--- src/rtl/lsu_bus_bridge_if.sv ---
// Interfaces for lsu_bus_bridge.
//   lsu_mem_if : core (MEM stage) side. The master modport is the core, the
//                slave modport is the bridge.
//   lsu_bus_if : RAM/peripheral bus side. The master modport is the bridge,
//                the slave modport is the RAM/arbiter.
// Handshake rules, both sides:
//   - A core request is accepted on a cycle where mem_req && mem_ready.
//   - mem_done is a one-cycle pulse. mem_rdata and mem_err are valid with it.
//   - A bus beat is accepted on a cycle where bus_req && bus_gnt. The bridge
//     holds bus_we, bus_addr, bus_wen and bus_wdata stable until then.
//   - bus_rvalid is only meaningful after the grant cycle, never in the same
//     cycle as it. At most one beat is outstanding.
interface lsu_mem_if #(
   parameter int ADDR_W = 32,
   parameter int DATA_W = 32
);
   logic              mem_req;
   logic              mem_ready;
   logic              mem_we;
   logic [ADDR_W-1:0] mem_addr;
   logic [1:0]        mem_size;
   logic              mem_sign;
   logic [DATA_W-1:0] mem_wdata;
   logic              mem_done;
   logic [DATA_W-1:0] mem_rdata;
   logic              mem_err;

   modport master (
      output mem_req, mem_we, mem_addr, mem_size, mem_sign, mem_wdata,
      input  mem_ready, mem_done, mem_rdata, mem_err
   );
   modport slave (
      input  mem_req, mem_we, mem_addr, mem_size, mem_sign, mem_wdata,
      output mem_ready, mem_done, mem_rdata, mem_err
   );
endinterface

interface lsu_bus_if #(
   parameter int ADDR_W = 32,
   parameter int DATA_W = 32
);
   logic                  bus_req;
   logic                  bus_gnt;
   logic                  bus_we;
   logic [ADDR_W-1:0]     bus_addr;
   logic [DATA_W/8-1:0]   bus_wen;
   logic [DATA_W-1:0]     bus_wdata;
   logic                  bus_rvalid;
   logic [DATA_W-1:0]     bus_rdata;

   modport master (
      output bus_req, bus_we, bus_addr, bus_wen, bus_wdata,
      input  bus_gnt, bus_rvalid, bus_rdata
   );
   modport slave (
      input  bus_req, bus_we, bus_addr, bus_wen, bus_wdata,
      output bus_gnt, bus_rvalid, bus_rdata
   );
endinterface

--- src/rtl/lsu_bus_bridge.sv ---
// lsu_bus_bridge: sequential load/store bridge between the MEM stage and a
// single-port RAM/peripheral bus. It does byte-lane steering and sign/zero
// extension.
// Ports:
//   clk, rst_n : clock and asynchronous active-low reset
//   mem        : lsu_mem_if.slave, the core request/response side
//   bus        : lsu_bus_if.master, the request/grant/response bus side
//   dbg_state  : current FSM state, for observation
// Optional feature: define LSU_MISALIGN_SPLIT_EN to build the second-beat path
// (REQ1/WAIT1). An access that crosses a BYTES boundary then runs as two bus
// beats. Without the macro such an access completes with mem_err=1 and makes
// no bus request.
module lsu_bus_bridge #(
   parameter int ADDR_W = 32,
   parameter int DATA_W = 32
) (
   input  logic       clk,
   input  logic       rst_n,
   lsu_mem_if.slave   mem,
   lsu_bus_if.master  bus,
   output logic [2:0] dbg_state
);
   localparam int BYTES = DATA_W / 8;
   localparam int OFF_W = $clog2(BYTES);
`ifdef LSU_MISALIGN_SPLIT_EN
   localparam bit SPLIT_EN = 1'b1;
`else
   localparam bit SPLIT_EN = 1'b0;
`endif

   typedef enum logic [2:0] {
      IDLE  = 3'd0,
      REQ0  = 3'd1,
      WAIT0 = 3'd2,
      REQ1  = 3'd3,
      WAIT1 = 3'd4,
      RESP  = 3'd5
   } state_t;

   state_t            state_q, state_d;
   logic              we_q, sign_q, err_q;
   logic [ADDR_W-1:0] addr_q;
   logic [1:0]        size_q;
   logic [DATA_W-1:0] wdata_q, rdata_q;

   // Decode of the incoming request. It is used only to choose between REQ0
   // and RESP at accept time.
   logic [OFF_W-1:0]  in_off;
   logic [4:0]        in_end;
   logic              in_illegal;
   assign in_off     = mem.mem_addr[OFF_W-1:0];
   assign in_end     = 5'(in_off) + (5'd1 << mem.mem_size);
   assign in_illegal = ((DATA_W == 32) && (mem.mem_size == 2'd3)) ||
                       ((in_end > 5'(BYTES)) && !SPLIT_EN);

   // Decode of the latched request
   logic [OFF_W-1:0]  off_q;
   logic [4:0]        n_q, end_q;
   logic [OFF_W+2:0]  sh0;
   logic [ADDR_W-1:0] addr_al;
   logic [BYTES-1:0]  wen0;
   logic [DATA_W-1:0] wdata0;
   assign off_q   = addr_q[OFF_W-1:0];
   assign n_q     = 5'd1 << size_q;
   assign end_q   = 5'(off_q) + n_q;
   assign sh0     = {off_q, 3'b000};
   assign addr_al = {addr_q[ADDR_W-1:OFF_W], {OFF_W{1'b0}}};
   assign wdata0  = wdata_q << sh0;

`ifdef LSU_MISALIGN_SPLIT_EN
   logic              cross_q;
   logic [BYTES-1:0]  wen1;
   logic [DATA_W-1:0] wdata1, beat0_q, asm_lo;
   assign cross_q = end_q > 5'(BYTES);
   // Beat 1 carries the store bytes that did not fit above off in beat 0
   assign wdata1  = wdata_q >> (8 * (BYTES - int'(off_q)));
`endif

   always_comb begin
      wen0 = '0;
`ifdef LSU_MISALIGN_SPLIT_EN
      wen1 = '0;
`endif
      for (int i = 0; i < BYTES; i++) begin
         wen0[i] = we_q && (5'(i) >= 5'(off_q)) && (5'(i) < end_q);
`ifdef LSU_MISALIGN_SPLIT_EN
         wen1[i] = we_q && ((5'(i) + 5'(BYTES)) < end_q);
`endif
      end
   end

   // Load assembly. Shift the beat pair down by off so that the access starts
   // at byte 0. Bytes at and above n are then replaced with the fill bit.
   logic [DATA_W-1:0] asm_raw, load_data;
   logic              fill, load_done;
`ifdef LSU_MISALIGN_SPLIT_EN
   assign asm_lo    = (state_q == WAIT1) ? beat0_q : bus.bus_rdata;
   assign asm_raw   = DATA_W'({bus.bus_rdata, asm_lo} >> sh0);
   assign load_done = bus.bus_rvalid &&
                      (((state_q == WAIT0) && !cross_q) || (state_q == WAIT1));
`else
   assign asm_raw   = bus.bus_rdata >> sh0;
   assign load_done = bus.bus_rvalid && (state_q == WAIT0);
`endif

   always_comb begin
      fill = 1'b0;
      case (size_q)
         2'd0:    fill = asm_raw[7];
         2'd1:    fill = asm_raw[15];
         2'd2:    fill = asm_raw[31];
         default: fill = asm_raw[DATA_W-1];
      endcase
      fill      = fill & ~sign_q;
      load_data = '0;
      for (int i = 0; i < BYTES; i++) begin
         load_data[8*i +: 8] = (5'(i) < n_q) ? asm_raw[8*i +: 8] : {8{fill}};
      end
   end

   // FSM state register
   always_ff @(posedge clk or negedge rst_n) begin
      if (!rst_n) state_q <= IDLE;
      else        state_q <= state_d;
   end

   // FSM next state
   always_comb begin
      state_d = state_q;
      case (state_q)
         IDLE:  if (mem.mem_req)    state_d = in_illegal ? RESP : REQ0;
         REQ0:  if (bus.bus_gnt)    state_d = WAIT0;
`ifdef LSU_MISALIGN_SPLIT_EN
         WAIT0: if (bus.bus_rvalid) state_d = cross_q ? REQ1 : RESP;
         REQ1:  if (bus.bus_gnt)    state_d = WAIT1;
         WAIT1: if (bus.bus_rvalid) state_d = RESP;
`else
         WAIT0: if (bus.bus_rvalid) state_d = RESP;
`endif
         RESP:                      state_d = IDLE;
         default:                   state_d = IDLE;
      endcase
   end

   // The bus outputs are decoded from state. A reset therefore drops bus_req
   // as soon as rst_n falls, without waiting for a clock edge.
   always_comb begin
      bus.bus_req   = 1'b0;
      bus.bus_we    = 1'b0;
      bus.bus_addr  = '0;
      bus.bus_wen   = '0;
      bus.bus_wdata = '0;
      case (state_q)
         REQ0: begin
            bus.bus_req   = 1'b1;
            bus.bus_we    = we_q;
            bus.bus_addr  = addr_al;
            bus.bus_wen   = wen0;
            bus.bus_wdata = wdata0;
         end
`ifdef LSU_MISALIGN_SPLIT_EN
         REQ1: begin
            bus.bus_req   = 1'b1;
            bus.bus_we    = we_q;
            bus.bus_addr  = addr_al + ADDR_W'(BYTES);  // wraps at the top of the address space
            bus.bus_wen   = wen1;
            bus.bus_wdata = wdata1;
         end
`endif
         default: ;
      endcase
   end

   // Request latch and response registers
   always_ff @(posedge clk or negedge rst_n) begin
      if (!rst_n) begin
         we_q    <= 1'b0;
         sign_q  <= 1'b0;
         addr_q  <= '0;
         size_q  <= '0;
         wdata_q <= '0;
         rdata_q <= '0;
         err_q   <= 1'b0;
`ifdef LSU_MISALIGN_SPLIT_EN
         beat0_q <= '0;
`endif
      end else begin
         if ((state_q == IDLE) && mem.mem_req) begin
            we_q    <= mem.mem_we;
            sign_q  <= mem.mem_sign;
            addr_q  <= mem.mem_addr;
            size_q  <= mem.mem_size;
            wdata_q <= mem.mem_wdata;
            err_q   <= in_illegal;
            rdata_q <= '0;
         end
`ifdef LSU_MISALIGN_SPLIT_EN
         if ((state_q == WAIT0) && bus.bus_rvalid) beat0_q <= bus.bus_rdata;
`endif
         if (load_done) rdata_q <= we_q ? '0 : load_data;
      end
   end

   assign mem.mem_ready = (state_q == IDLE);
   assign mem.mem_done  = (state_q == RESP);
   assign mem.mem_rdata = rdata_q;
   assign mem.mem_err   = err_q;
   assign dbg_state     = state_q;
endmodule

--- src/flat_wrapper.sv ---
// flat-port wrapper written by rule: the top's interface ports become plain ports
module lsu_bus_bridge_flat 
#(
   parameter int ADDR_W = 32,
   parameter int DATA_W = 32
)
  (clk, rst_n, dbg_state, mem_mem_req, mem_mem_we, mem_mem_addr, mem_mem_size, mem_mem_sign, mem_mem_wdata, mem_mem_ready, mem_mem_done, mem_mem_rdata, mem_mem_err, bus_bus_req, bus_bus_we, bus_bus_addr, bus_bus_wen, bus_bus_wdata, bus_bus_gnt, bus_bus_rvalid, bus_bus_rdata);
  lsu_mem_if #(.ADDR_W(ADDR_W), .DATA_W(DATA_W)) mem_i ();
  lsu_bus_if #(.ADDR_W(ADDR_W), .DATA_W(DATA_W)) bus_i ();
  input  logic clk;
  input  logic rst_n;
  output logic [2:0] dbg_state;
  input wire logic [$bits(mem_i.mem_req)-1:0] mem_mem_req;
  input wire logic [$bits(mem_i.mem_we)-1:0] mem_mem_we;
  input wire logic [$bits(mem_i.mem_addr)-1:0] mem_mem_addr;
  input wire logic [$bits(mem_i.mem_size)-1:0] mem_mem_size;
  input wire logic [$bits(mem_i.mem_sign)-1:0] mem_mem_sign;
  input wire logic [$bits(mem_i.mem_wdata)-1:0] mem_mem_wdata;
  output wire logic [$bits(mem_i.mem_ready)-1:0] mem_mem_ready;
  output wire logic [$bits(mem_i.mem_done)-1:0] mem_mem_done;
  output wire logic [$bits(mem_i.mem_rdata)-1:0] mem_mem_rdata;
  output wire logic [$bits(mem_i.mem_err)-1:0] mem_mem_err;
  output wire logic [$bits(bus_i.bus_req)-1:0] bus_bus_req;
  output wire logic [$bits(bus_i.bus_we)-1:0] bus_bus_we;
  output wire logic [$bits(bus_i.bus_addr)-1:0] bus_bus_addr;
  output wire logic [$bits(bus_i.bus_wen)-1:0] bus_bus_wen;
  output wire logic [$bits(bus_i.bus_wdata)-1:0] bus_bus_wdata;
  input wire logic [$bits(bus_i.bus_gnt)-1:0] bus_bus_gnt;
  input wire logic [$bits(bus_i.bus_rvalid)-1:0] bus_bus_rvalid;
  input wire logic [$bits(bus_i.bus_rdata)-1:0] bus_bus_rdata;
  assign mem_i.mem_req = mem_mem_req;
  assign mem_i.mem_we = mem_mem_we;
  assign mem_i.mem_addr = mem_mem_addr;
  assign mem_i.mem_size = mem_mem_size;
  assign mem_i.mem_sign = mem_mem_sign;
  assign mem_i.mem_wdata = mem_mem_wdata;
  assign mem_mem_ready = mem_i.mem_ready;
  assign mem_mem_done = mem_i.mem_done;
  assign mem_mem_rdata = mem_i.mem_rdata;
  assign mem_mem_err = mem_i.mem_err;
  assign bus_bus_req = bus_i.bus_req;
  assign bus_bus_we = bus_i.bus_we;
  assign bus_bus_addr = bus_i.bus_addr;
  assign bus_bus_wen = bus_i.bus_wen;
  assign bus_bus_wdata = bus_i.bus_wdata;
  assign bus_i.bus_gnt = bus_bus_gnt;
  assign bus_i.bus_rvalid = bus_bus_rvalid;
  assign bus_i.bus_rdata = bus_bus_rdata;
  lsu_bus_bridge #(.ADDR_W(ADDR_W), .DATA_W(DATA_W)) u_core (.clk(clk), .rst_n(rst_n), .mem(mem_i), .bus(bus_i), .dbg_state(dbg_state));
endmodule
--- config.mk ---
export PLATFORM = sky130hd
export DESIGN_NAME = lsu_bus_bridge_flat
export DESIGN_NICKNAME = d
export VERILOG_FILES = /design/src/rtl/lsu_bus_bridge_if.sv /design/src/rtl/lsu_bus_bridge.sv /design/src/flat_wrapper.sv
export SDC_FILE = /design/constraint.sdc
export NUM_CORES = 1
export LEC_CHECK = 0
export CORE_UTILIZATION = 35
export DETAILED_ROUTE_END_ITERATION = 10
export GPL_TIMING_DRIVEN = 0
export PLACE_DENSITY = 0.67
export REMOVE_ABC_BUFFERS = 1
export SYNTH_ARGS = -nofsm -noshare
export SYNTH_HDL_FRONTEND = slang
export SYNTH_SLANG_ARGS = --single-unit
--- constraint.sdc ---
create_clock -name clk -period 4.1 [get_ports clk]
set_input_delay 0.41 -clock clk [delete_from_list [all_inputs] [get_ports clk]]
set_output_delay 0.41 -clock clk [all_outputs]
set_load 0.1 [all_outputs]
==> After elaboration in Yosys (flattened, before gate mapping) <==
Cells that the tools add are included.
{ "classes": {"n_addsub": 2, "mul": 0, "div": 0, "order_cmp": 12, "n_eq_ne": 8, "shift": 4, "n_mux": 18, "bitwise_logic": 2, "n_reduce_logical": 14} }
{ "op_table": {"columns": ["cell", "count"], "rows": [
  ["$mux W32", 5],
  ["$mux W8", 4],
  ["$shl A32 B5 Y32", 1],
  ["$shr A32 B5 Y32", 1],
  ["$lt A1 B5 Y1 const A", 4],
  ["$lt A2 B5 Y1 const A", 4],
  ["$mux W3", 4],
  ["$add A2 B5 Y5", 2],
  ["$shl A1 B2 Y5 const A", 2],
  ["$logic_and A1 B1 Y1", 9],
  ["$pmux W3 S3", 1],
  ["$ne A2 B2 Y1 const B", 3],
  ["$gt A5 B3 Y1 const B", 1],
  ["$ge A1 B2 Y1 const A", 2],
  ["$mux W4", 1],
  ["$eq A3 B1 Y1 const B", 1],
  ["$eq A3 B2 Y1 const B", 1],
  ["$eq A3 B3 Y1 const B", 1],
  ["$logic_not A3 Y1", 1],
  ["$reduce_and A3 Y1", 1],
  ["$eq A2 B1 Y1 const B", 1],
  ["$eq A2 B2 Y1 const B", 1],
  ["$ge A2 B2 Y1 const A", 1],
  ["$logic_not A2 Y1", 1],
  ["other kinds (6)", 7]
]} }
{ "totals": {"regBits": 104, "latch_bits": 0, "mem_bits_rw": 0, "rom_bits": 0, "in_bits": 105, "output_inout_bits": 108, "memories": 0} }

==> Logic depth before layout (Yosys ltp) <==
Gate-level depths: netlist of the first run.
{ "logic_depth": {"word_depth": 7, "mapped_depth": 8, "mapped_depth_nobuf": 8} }

==> Worst setup path before layout of the first run <==
OpenSTA, ideal clock, no wires.
{ "synth_timing": {"path_kind": "register -> output", "start": "reg u_core.size_q[1]", "end": "out bus_bus_wen[0]", "arrival_ns": 4.530, "path_slack_ns": -0.840, "stages_incl_launch_ff": 9, "path_buffers": 1, "cell_sequence": "dfrtp_1 > clkbuf_1 > nor2_1 > ha_1 > fa_1 > nor4bb_1 > a21oi_1 > nor3_1 > nor4_1"} }
{ "synth_via": {"elab_chain_len": 5} }
{ "synth_lines": {"columns": ["element", "line_no", "text"], "rows": [
  ["start: declaration", "lsu_bus_bridge.sv:43", "logic [1:0] size_q;"],
  ["start signal: assignment", "lsu_bus_bridge.sv:192", "size_q <= mem.mem_size;"],
  ["$shl A1 B2 Y5", "lsu_bus_bridge.sv:64", "assign n_q = 5'd1 << size_q;"],
  ["$add A2 B5 Y5", "lsu_bus_bridge.sv:65", "assign end_q = 5'(off_q) + n_q;"],
  ["$lt A1 B5 Y1", "lsu_bus_bridge.sv:85", "wen0[i] = we_q && (5'(i) >= 5'(off_q)) && (5'(i) < end_q);"],
  ["$logic_and A1 B1 Y1", "lsu_bus_bridge.sv:85", null],
  ["$mux W4", "lsu_bus_bridge.sv:153", "case (state_q)"],
  ["end: declaration", "flat_wrapper.sv:26", "output wire logic [$bits(bus_i.bus_wen)-1:0] bus_bus_wen;"]
]} }
Every way passes these cells.

==> Worst setup path in the final report of the first run <==
{ "layout_timing": {"start": "reg u_core.addr_q[0]", "end": "out bus_bus_wen[1]"} }
{ "layout_via": {"elab_chain_len": 4, "elab_cells_between_ends": 6, "cone_classes": "add/sub (1); order compare (2); mux (1); reduce/logical (2)"} }
{ "layout_lines": {"columns": ["element", "line_no", "text"], "rows": [
  ["start: declaration", "lsu_bus_bridge.sv:42", "logic [ADDR_W-1:0] addr_q;"],
  ["start signal: assignment", "lsu_bus_bridge.sv:191", "addr_q <= mem.mem_addr;"],
  ["$add A2 B5 Y5 or $ge A1 B2 Y1 (tied branches)", "lsu_bus_bridge.sv:65, lsu_bus_bridge.sv:85", null],
  ["$lt A1 B5 Y1 or $logic_and A1 B1 Y1 (tied branches)", "lsu_bus_bridge.sv:85", null],
  ["$logic_and A1 B1 Y1 (*)", "lsu_bus_bridge.sv:85", null],
  ["$mux W4 (*)", "lsu_bus_bridge.sv:153", null]
]} }
Every way passes the cells marked *; elsewhere a longest branch is shown, timed or not.

==> impl_results.md, run 1 <==
- Largest net degree at the start of global routing: 71
- Number of antenna repair diodes: 0
- Worst-path clk slew: 0.07 ns
- Maximum buffer depth of the clock tree: 2
- Clock tree root buffer cell: sky130_fd_sc_hd__clkbuf_16
- Type of the tightest min-delay check: in -> async
- Clk Latency, worst-skew pair: 0.35 ns
- Commonest register cell after synthesis: sky130_fd_sc_hd__dfrtp_1
- Worst hold margin: 0.0992 ns
- CTS tree: built
- Data arrival at the endpoint of the critical path: 3.55 ns
- Vias after detailed routing: 4595
- Initial core utilization: 36.5%
- Total of hold buffers inserted after clock tree synthesis: 0
- Routed wire length per instance: 19.0 um
- Worst max-slew margin expressed relative to the limit: 17.2%
- Total number of clock tree sinks: 104
- Mean cell area of the mapped netlist: 11.3 um2
- Wire length of the first global-routing pass: 25.4 mm
- Placeable core region: 14800 um2
- DRC viols: 0
- Result of the run: finished, final reports clean
- H-tree level count: 3
- Routability-driven placement congestion ratio: 0.807
- Data required time at the worst endpoint: 3.69 ns
- GRT Overall Usage: 20.8%
- Drt first pass iters: 4
- Fraction of final layout cells sized beyond drive strength 1: 17.6%
- Vias in the first global route: 4664
- Starting DRT DRC Count: 236
- Die outline height: 126 um
- RSZ-0062 raised after global routing: no
- Leading cell types in the layout, fill and taps excluded: sky130_fd_sc_hd__clkdlybuf4s50_1, sky130_fd_sc_hd__dfrtp_1, sky130_fd_sc_hd__mux2_2
- Number of violations of the max-capacitance limit: 0
- Async SR Flop Fraction: 100%
- FP Rows: 44
- Final Hold Vio Count: 0
- Ratio of routed vias to standard cells: 5.37
- Synthesized instance count: 477
- Post-synthesis sequential area ratio: 48.3%
- Measured slew at the worst slew-check pin: 1.24 ns
- Buffers inserted during post-CTS setup optimization: 0
- Die Footprint: 15900 um2
- Residual antenna-violating net count after detailed routing: 0
- Register bit count reported by yosys: 104
- Shortest period the worst path allows: 3.96 ns
- Number of CTS-inserted buffers: 9
- Final Routed Wirelength: 16.3 mm
- Crit Reg-Reg Endpoint: u_core.mem.mem_rdata[9]
- Pins over their slew limit: 0
- Maximum fanout count along the critical path: 64
- Count of unique library cells instantiated by Yosys: 42
- Sort of element at the start of the critical path: flop
- Final period util: 96.7%
- Antenna violations before repair: 0
- Syn-to-layout area delta: 47.2%
- Final-stage net count: 778
- Synth Warn #: 0
- Commonest non-fill, non-tap cell in the layout: sky130_fd_sc_hd__clkdlybuf4s50_1
- Number of enable flip-flop cells after synthesis: 0
- Port bufs: 210
- Worst R2R Path Depth: 4
- R2r setup slk: 1.64 ns
- Number of inserted filler cells in the final layout: 1273
- Setup violations, final: 0
- Reg2reg start: u_core.addr_q[0]
- Top-level I/O count: 213
- Category of the most critical setup path: reg -> out
- Maximum operating frequency: 252 MHz
- Congestion Overflow GR: 0
- DP HPWL: 11.4 mm
- Category of the worst setup path capture point: output port
- Mapped Area: 5390 um2
- Horiz. Die Dim: 126 um
- Clock Skew: 0.00321 ns
-- cells in the mapped netlist (4+ instances only) --
cell type | number | area (um2)
sky130_fd_sc_hd__a211oi_1 | 18 | 135
sky130_fd_sc_hd__a21oi_1 | 20 | 100
sky130_fd_sc_hd__a221o_1 | 8 | 80.1
sky130_fd_sc_hd__a22o_1 | 16 | 140
sky130_fd_sc_hd__a22oi_1 | 8 | 60.1
sky130_fd_sc_hd__and2_1 | 39 | 244
sky130_fd_sc_hd__buf_2 | 13 | 65.1
sky130_fd_sc_hd__clkbuf_1 | 18 | 67.6
sky130_fd_sc_hd__dfrtp_1 | 104 | 2600
sky130_fd_sc_hd__ha_1 | 4 | 50.1
sky130_fd_sc_hd__inv_1 | 7 | 26.3
sky130_fd_sc_hd__mux2_2 | 76 | 856
sky130_fd_sc_hd__mux2i_1 | 32 | 320
sky130_fd_sc_hd__nand2_1 | 18 | 67.6
sky130_fd_sc_hd__nand2b_1 | 4 | 25.0
sky130_fd_sc_hd__nor2_1 | 35 | 131
sky130_fd_sc_hd__nor2b_1 | 11 | 68.8
sky130_fd_sc_hd__o21ai_0 | 16 | 80.1
-- layout make-up --
class | instances | area [um2] | share of cell area (%)
flip-flops and latches | 104 | 2610 | 32.9
multi-input cells | 332 | 2600 | 32.8
repair buffers | 212 | 2150 | 27.2
well taps | 184 | 230 | 2.90
clock buffers | 9 | 225 | 2.84
clock inverters | 7 | 76.3 | 0.963
inverters | 7 | 30.0 | 0.379
repair inverters | 1 | 5.00 | 0.0631
-- state kept, by name (all words and copies together) (netlist names) --
name / flops
u_core.dbg_state: 3
u_core.size_q: 2
u_core.sign_q: 1
u_core.mem.mem_rdata: 32
u_core.we_q: 1
u_core.wdata_q: 32
u_core.mem.mem_err: 1
u_core.addr_q: 32
-- worst max-delay path by stage --
stage                             start            endpoint  cells after the start
floorplan           u_core.dbg_state[0]      bus_bus_wen[0]                      4
global placement                  rst_n  u_core.wdata_q[25]                      1
detailed placement  u_core.dbg_state[2]    bus_bus_wdata[1]                      7
CTS                    u_core.addr_q[0]      bus_bus_wen[2]                      7
global route           u_core.addr_q[0]      bus_bus_wen[1]                      7
finish                 u_core.addr_q[0]      bus_bus_wen[1]                      7
-- worst max-delay path, stage by stage, from the launching register on --
cell and delay, ns:
sky130_fd_sc_hd__dfrtp_4 0.82, sky130_fd_sc_hd__ha_1 0.40, sky130_fd_sc_hd__fa_1 0.38, sky130_fd_sc_hd__nor4bb_1 0.15, sky130_fd_sc_hd__a21oi_1 0.28, sky130_fd_sc_hd__nor2_1 0.07
sky130_fd_sc_hd__nor3b_1 0.20, sky130_fd_sc_hd__clkdlybuf4s15_1 0.87
-- per-layer routing --
layer / vias up / track usage [%] / share of wire [%] / wire (um)
met5: - / 0 / 0 / 0
met4: 0 / 6.80 / 1.5 / 237
met3: 16 / 7.48 / 10 / 1670
met2: 212 / 34.0 / 47 / 7590
met1: 2288 / 25.3 / 42 / 6800
li1: 2079 / - / - / -
-- per-stage QoR --
stage	setup TNS, ns	cell area, um2	setup WS [ns]	cells	util (%)
floorplan	-109.39	5220	-1.94	443	-
global placement	-184.29	7550	-1.50	837	51.2
detailed placement	-8.77	7610	-0.924	839	51.6
CTS	0	7930	0.0650	856	53.7
global route	0	7930	0.00500	856	53.7
finish	0	7930	0.136	856	53.7
-- cells by family (layout without fill, tap and decap cells) --
logic type / count (synthesis) / count (layout) / synth area share (%)
compound gates: 90 / 90 / 11.6
fa+ha+maj: 6 / 6 / 1.67
buf+inv: 42 / 236 / 3.65
flops: 104 / 104 / 48.3
mux: 109 / 109 / 22.3
other cells: 1 / 2 / 0.0696
simple gates: 125 / 125 / 12.4
-- repair_timing --
| item | CTS | global route |
|---|---|---|
| cloned | 1 | 0 |
| endpoints found under the setup margin | 22 | 4 |
| resized for setup | 31 | 6 |
Power of run 1 is not shown: default switching activity piles up to over one toggle a cycle in this logic, so the estimate is an artifact.
==> inputs of run 2 (changes only) <==
==> constraint.sdc (replaced) <==
create_clock -name clk -period 4.1 [get_ports clk]
set_input_delay 0.41 -clock clk [delete_from_list [all_inputs] [get_ports clk]]
set_output_delay 0.41 -clock clk [all_outputs]
set_load 0.005 [all_outputs]
==> run 2 against run 1 <==
Net effect:
- non-clock buffer count unchanged
- die area unchanged
- setup slack improved by 0.24 ns
- hold slack got worse by 0.0011 ns
==> impl_results.md, run 2 (synthesis results as in run 1) <==
- DP Worst Slack: -0.291 ns (+0.633 ns)
- Total of hold buffers inserted after clock tree synthesis: 0 (unchanged)
- Sequence of cells on the critical path: nor2_1 > nand2_2 > clkinvlp_4 > nand2b_1 > nor2_2 > and2_1 > clkdlybuf4s50_1
- Post-route insts no fill: 856 (unchanged)
- Worst hold margin: 0.0980 ns (-0.00115 ns)
- Sort of element at the start of the critical path: flop
- Number of inserted filler cells in the final layout: 1279 (+0.47%)
- Worst-path clk slew: 0.07 ns (about the same)
- Result of the run: finished, final reports clean
- Clock network fraction of total power: 16.1%
- Worst max-slew margin expressed relative to the limit: 17.2% (-0.040 points)
- Maximum fanout count along the critical path: 19 (-70%)
- Horiz. Die Dim: 126 um (unchanged)
- GRT Overall Usage: 20.7% (about the same)
- Wire length of the first global-routing pass: 25.4 mm (about the same)
- Shortest period the worst path allows: 3.73 ns (-0.237 ns)
- Fraction of final layout cells sized beyond drive strength 1: 16.2% (-1.3 points)
- FP Rows: 44 (unchanged)
- Critical Path Max Stage Delay: 0.53 ns (-0.34 ns)
- Data arrival at the endpoint of the critical path: 3.32 ns (-0.23 ns)
- RSZ-0062 raised after global routing: no
- Internal Pwr Total: 3.54 mW
- Post-route setup slack: 0.373 ns (+0.237 ns)
- Worst VDD drop: 0.300 mV
- Largest net degree at the start of global routing: 71 (unchanged)
- Antenna violations before repair: 0 (unchanged)
- Clock Skew: 0.00499 ns (+0.00178 ns)
- Highest-delay cell along the critical path: sky130_fd_sc_hd__clkdlybuf4s50_1
- Setup violations, final: 0 (unchanged)
- Number of violations of the max-capacitance limit: 0 (unchanged)
- Routed wire length per instance: 19.0 um (-0.32%)
- Syn-to-layout area delta: 47.1% (about the same)
- Leak: 3.28 nW
- Share of total power consumed by net switching: 36.3%
- Die Footprint: 15900 um2 (unchanged)
- Resized Gates After CTS: 3 (-90%)
- DP HPWL: 11.4 mm (unchanged)
- Category of the most critical setup path: reg -> out
- Reported net switching power: 2.02 mW
- Data required time at the worst endpoint: 3.69 ns (about the same)
- Commonest non-fill, non-tap cell in the layout: sky130_fd_sc_hd__clkdlybuf4s50_1
- Reg2reg start: u_core.addr_q[0]
- Number of CTS-inserted buffers: 9 (unchanged)
- CTS tree: built
- Power Dens Cells: 702 nW/um2
- Starting DRT DRC Count: 241 (+2.1%)
- Category of the worst setup path capture point: output port
- Clock tree root buffer cell: sky130_fd_sc_hd__clkbuf_16
- Sequential Power Share: 35.1%
- Residual antenna-violating net count after detailed routing: 0 (unchanged)
- Maximum operating frequency: 268 MHz (+6.4%)
- Placeable core region: 14800 um2 (unchanged)
- Initial core utilization: 36.5% (unchanged)
- H-tree level count: 3 (unchanged)
- Total number of clock tree sinks: 104 (unchanged)
- Fin util: 53.7% (about the same)
- Maximum buffer depth of the clock tree: 2 (unchanged)
- Vias in the first global route: 4669 (+0.11%)
- Final Routed Wirelength: 16.3 mm (-0.32%)
- Vias after detailed routing: 4583 (-0.26%)
- Leading cell types in the layout, fill and taps excluded: sky130_fd_sc_hd__clkdlybuf4s50_1, sky130_fd_sc_hd__dfrtp_1, sky130_fd_sc_hd__mux2_2
- Routability-driven placement congestion ratio: 0.807 (unchanged)
- Buffers inserted during post-CTS setup optimization: 0 (unchanged)
- Final period util: 90.9% (-5.8 points)
- Number of antenna repair diodes: 0 (unchanged)
- DRC viols: 0 (unchanged)
- Die outline height: 126 um (unchanged)
- Ratio of routed vias to standard cells: 5.35 (-0.26%)
- Crit Reg-Reg Endpoint: u_core.mem.mem_rdata[9]
- Clk Latency, worst-skew pair: 0.36 ns (about the same)
- Port bufs: 210 (unchanged)
- Final Hold Vio Count: 0 (unchanged)
- Top-level I/O count: 213 (unchanged)
- Drt first pass iters: 4 (unchanged)
- Worst R2R Path Depth: 4 (unchanged)
- R2r setup slk: 1.66 ns (+0.02 ns)
- Pins over their slew limit: 0 (unchanged)
- Measured slew at the worst slew-check pin: 1.24 ns (+0.000594 ns)
- Final-stage net count: 778 (unchanged)
- Congestion Overflow GR: 0 (unchanged)
- Type of the tightest min-delay check: in -> async
- Combinational group share of total power: 48.8%
- Cell count after placement: 839 (unchanged)
## run 2: per-layer routing
metal,vias up,routed length (um),share of wire (%),GRT usage (%)
met3,16,1640,10,7.48
met1,2270,6720,41,25.1
li1,2079,-,-,-
met4,0,237,1.5,6.80
met5,-,0,0,0
met2,218,7650,47,34.2
## run 2: worst max-delay path by stage
stage / slack [ns] / start / to / depth (start not counted)
2_1_floorplan: 0.81 / u_core.addr_q[0] / bus_bus_wen[0] / 6
3_3_place_gp: -1.50 / rst_n / u_core.wdata_q[25] / 1
3_5_place_dp: -0.29 / u_core.dbg_state[2] / bus_bus_wdata[1] / 7
4_1_cts: 0.29 / u_core.dbg_state[2] / bus_bus_wdata[1] / 7
5_1_grt: 0.13 / u_core.dbg_state[2] / bus_bus_wdata[1] / 7
6_report: 0.37 / u_core.dbg_state[2] / bus_bus_wdata[1] / 7
## run 2: power by group through the flow
| stage | Clock (mW) | Sequential (mW) | Combinational [mW] |
|---|---|---|---|
| 2_1_floorplan | 0 | 1.84 | 1.49 |
| 3_3_place_gp | 0 | 1.97 | 2.65 |
| 3_5_place_dp | 0 | 1.96 | 2.70 |
| 4_1_cts | 0.920 | 1.95 | 2.74 |
| 5_1_grt | 0.956 | 2.02 | 2.94 |
| 6_report | 0.894 | 1.95 | 2.71 |
## run 2: layout make-up
cell class | instances | area (um2) | share of cell area, %
clock inverters | 7 | 76.3 | 0.964
repair inverters | 1 | 5.00 | 0.0632
clock buffers | 9 | 225 | 2.84
flip-flops and latches | 104 | 2610 | 32.9
repair buffers | 212 | 2150 | 27.1
well taps | 184 | 230 | 2.91
multi-input cells | 332 | 2600 | 32.8
inverters | 7 | 30.0 | 0.379
## run 2: stage by stage
stage | TNS (ns) | power [mW] | instance area (um2)
CTS | 0 | 5.61 | 7920
finish | 0 | 5.56 | 7920
global placement | -166.85 | 4.62 | 7550
detailed placement | -1.94 | 4.67 | 7610
floorplan | 0 | 3.33 | 5220
global route | 0 | 5.92 | 7920
## run 2: critical path, delay by kind of cell (launching register included)
kind                   cells  cell delay [ns]
AND/OR/NAND/NOR            5             1.59
buffers and inverters      2             0.93
flip-flops                 1             0.44
Power figures use the tool's default switching activity.
==> inputs of run 3 (changes only) <==
SLEW_MARGIN = 20   (was default)
==> run 3 against run 2 <==
Net effect:
- the run now ends with negative hold slack left
- setup slack better by 0.056 ns
- final area is 0.57% higher
- non-clock buffer count is 3 higher
- count of clock-buffer cells in the layout is 1 higher
- first-iteration DRC count is 3.3% lower
- total power is 0.52% lower
- critical endpoint unchanged
- largest cell class unchanged
- largest power group unchanged
==> impl_results.md, run 3 (synthesis results as in run 1) <==
- Top-level I/O count: 213 (unchanged)
- RSZ-0062 raised after global routing: no
- Internal Pwr Total: 3.53 mW (-0.19%)
- Number of antenna repair diodes: 0 (unchanged)
- Clock network fraction of total power: 14.9% (-1.2 points)
- Cell depth of the worst setup path: 7 (unchanged)
- CTS tree: built
- Routed wire length per instance: 18.7 um (-1.2%)
- Power Dens Cells: 694 nW/um2 (-1.1%)
- Total power after layout: 5.53 mW (-0.52%)
- Highest-delay cell along the critical path: sky130_fd_sc_hd__clkdlybuf4s50_1
- Antenna violations before repair: 0 (unchanged)
- Category of the worst setup path capture point: output port
- Post-route cell area: 7970 um2 (+0.57%)
- Leak: 3.31 nW (+0.75%)
- Worst VDD drop: 0.365 mV (+22%)
- Data required time at the worst endpoint: 3.69 ns (about the same)
- Worst max-slew margin expressed relative to the limit: 37.2% (+20 points)
- Placeable core region: 14800 um2 (unchanged)
- Vias in the first global route: 4722 (+1.1%)
- Number of inserted filler cells in the final layout: 1263 (-1.3%)
- Die Footprint: 15900 um2 (unchanged)
- Congestion Overflow GR: 0 (unchanged)
- Sequential Power Share: 34.1% (-1.0 points)
- Clock tree root buffer cell: sky130_fd_sc_hd__clkbuf_16
- Worst-path clk slew: 0.07 ns (about the same)
- Maximum operating frequency: 272 MHz (+1.5%)
- Horiz. Die Dim: 126 um (unchanged)
- Sequence of cells on the critical path: nor2_1 > nand2_2 > clkinvlp_4 > nand2b_1 > nor2_2 > and2_1 > clkdlybuf4s50_1
- Type of the tightest min-delay check: in -> async
- Setup violations, final: 0 (unchanged)
- Standard cell area after detailed placement: 7670 um2 (+0.82%)
- Measured slew at the worst slew-check pin: 0.934 ns (-0.309 ns)
- Largest net degree at the start of global routing: 54 (-24%)
- Number of violations of the max-capacitance limit: 0 (unchanged)
- Result of the run: finished, violations left
- Commonest non-fill, non-tap cell in the layout: sky130_fd_sc_hd__clkdlybuf4s50_1
- Sort of element at the start of the critical path: flop
- Combinational group share of total power: 51.0% (+2.2 points)
- Die outline height: 126 um (unchanged)
- Final-stage net count: 781 (+0.39%)
- Critical Path Max Stage Delay: 0.53 ns (about the same)
- Data arrival at the endpoint of the critical path: 3.26 ns (-0.06 ns)
- Final Routed Wirelength: 16.1 mm (-0.89%)
- Initial core utilization: 36.5% (unchanged)
- Buffer and inverter count on the worst path: 2 (unchanged)
- Final Hold Vio Count: 1 (+1)
- Ratio of routed vias to standard cells: 5.27 (-1.6%)
- Leading cell types in the layout, fill and taps excluded: sky130_fd_sc_hd__clkdlybuf4s50_1, sky130_fd_sc_hd__dfrtp_1, sky130_fd_sc_hd__mux2_2
- Port bufs: 210 (unchanged)
- Maximum buffer depth of the clock tree: 2 (unchanged)
- GRT Overall Usage: 20.8% (+0.095 points)
- Clk Latency, worst-skew pair: 0.35 ns (about the same)
- Drt first pass iters: 4 (unchanged)
- Syn-to-layout area delta: 47.9%
- Residual antenna-violating net count after detailed routing: 0 (unchanged)
- Category of the most critical setup path: reg -> out
- DP HPWL: 11.7 mm (+2.4%)
- Worst hold margin: -0.00144 ns (-0.0995 ns)
- Shortest period the worst path allows: 3.67 ns (-0.0564 ns)
- Number of CTS-inserted buffers: 9 (unchanged)
- Wire length of the first global-routing pass: 25.6 mm (+0.71%)
- Clock Skew: 0.00628 ns (+0.00129 ns)
- Share of total power consumed by net switching: 36.1% (-0.21 points)
- Fin util: 54.0% (+0.31 points)
- Violated checks: negative hold slack
- Routability-driven placement congestion ratio: 0.807 (unchanged)
- Total number of clock tree sinks: 104 (unchanged)
- H-tree level count: 3 (unchanged)
- Worst R2R Path Depth: 5 (+1)
- Dominant delay contributor by cell family on the critical path: simple AND/OR/NAND/NOR gates
- FP Rows: 44 (unchanged)
- Maximum fanout count along the critical path: 19 (unchanged)
- Fraction of final layout cells sized beyond drive strength 1: 16.7% (+0.52 points)
- DRC viols: 0 (unchanged)
- Final period util: 89.5% (-1.4 points)
- Reported net switching power: 2.00 mW (-1.1%)
- Pins over their slew limit: 0 (unchanged)
- Starting DRT DRC Count: 233 (-3.3%)
- Vias after detailed routing: 4525 (-1.3%)
run 3: changes by cell type in the layout (fill, tap and decap cells not counted), sizes merged:
| cell | change |
|---|---|
| clkinv | +3 |
| bufinv | -1 |
| clkbuf | +1 |
| inv | -2 |
| clkinvlp | -1 |
| buf | +3 |
run 3: final timing paths:
kind	from	endpoint	slack [ns]
worst max-delay path	u_core.dbg_state[2]	bus_bus_wdata[1]	0.43
worst min-delay path	rst_n	u_core.mem.mem_rdata[9]	-0.001
worst max register to register	u_core.addr_q[1]	u_core.mem.mem_rdata[21]	1.73
worst min register to register	u_core.addr_q[18]	u_core.addr_q[18]	0.50
max in group asynchronous	rst_n	u_core.addr_q[0]	3.46
min in group clk	u_core.addr_q[18]	u_core.addr_q[18]	0.50
run 3: through the flow:
stage	instances	setup WS, ns	setup TNS (ns)
after floorplan	443	0.806	0
after global placement	837	-1.50	-166.85
after detailed placement	842	-0.292	-1.97
after CTS	859	0.321	0
after global routing	859	0.124	0
final	859	0.429	0
run 3: metal layers:
metal	GRT usage (%)	vias to the layer above	part of all wire, %
met1	25.5	2215	42
li1	-	2088	-
met2	34.3	200	47
met3	7.05	22	9.9
met5	0	-	0
met4	7.16	0	1.5
run 3: power groups by stage:
stage / combinational [mW] / sequential, mW / clock [mW]
2_1_floorplan: 1.49 / 1.84 / 0
3_3_place_gp: 2.65 / 1.97 / 0
3_5_place_dp: 2.81 / 1.90 / 0
4_1_cts: 2.85 / 1.89 / 0.855
5_1_grt: 3.06 / 1.96 / 0.894
6_report: 2.82 / 1.89 / 0.826
run 3: timing repair:
action	4_1_cts	5_1_grt
gates resized for setup	3	0
hold buffers	0	0
setup buffers	0	0
hold endpoints to repair	0	0
endpoints found under the setup margin	11	0
run 3: cell type report:
type                            count  area (um2)  share of cell area [%]
Clock buffer                       10         239                    3.00
Clock inverter                      6        43.8                   0.550
Inverter                            7        30.0                   0.377
Multi-Input combinational cell    332        2600                    32.7
Sequential cell                   104        2610                    32.7
Tap cell                          184         230                    2.89
Timing Repair Buffer              215        2210                    27.7
Timing Repair inverter              1        5.00                  0.0628
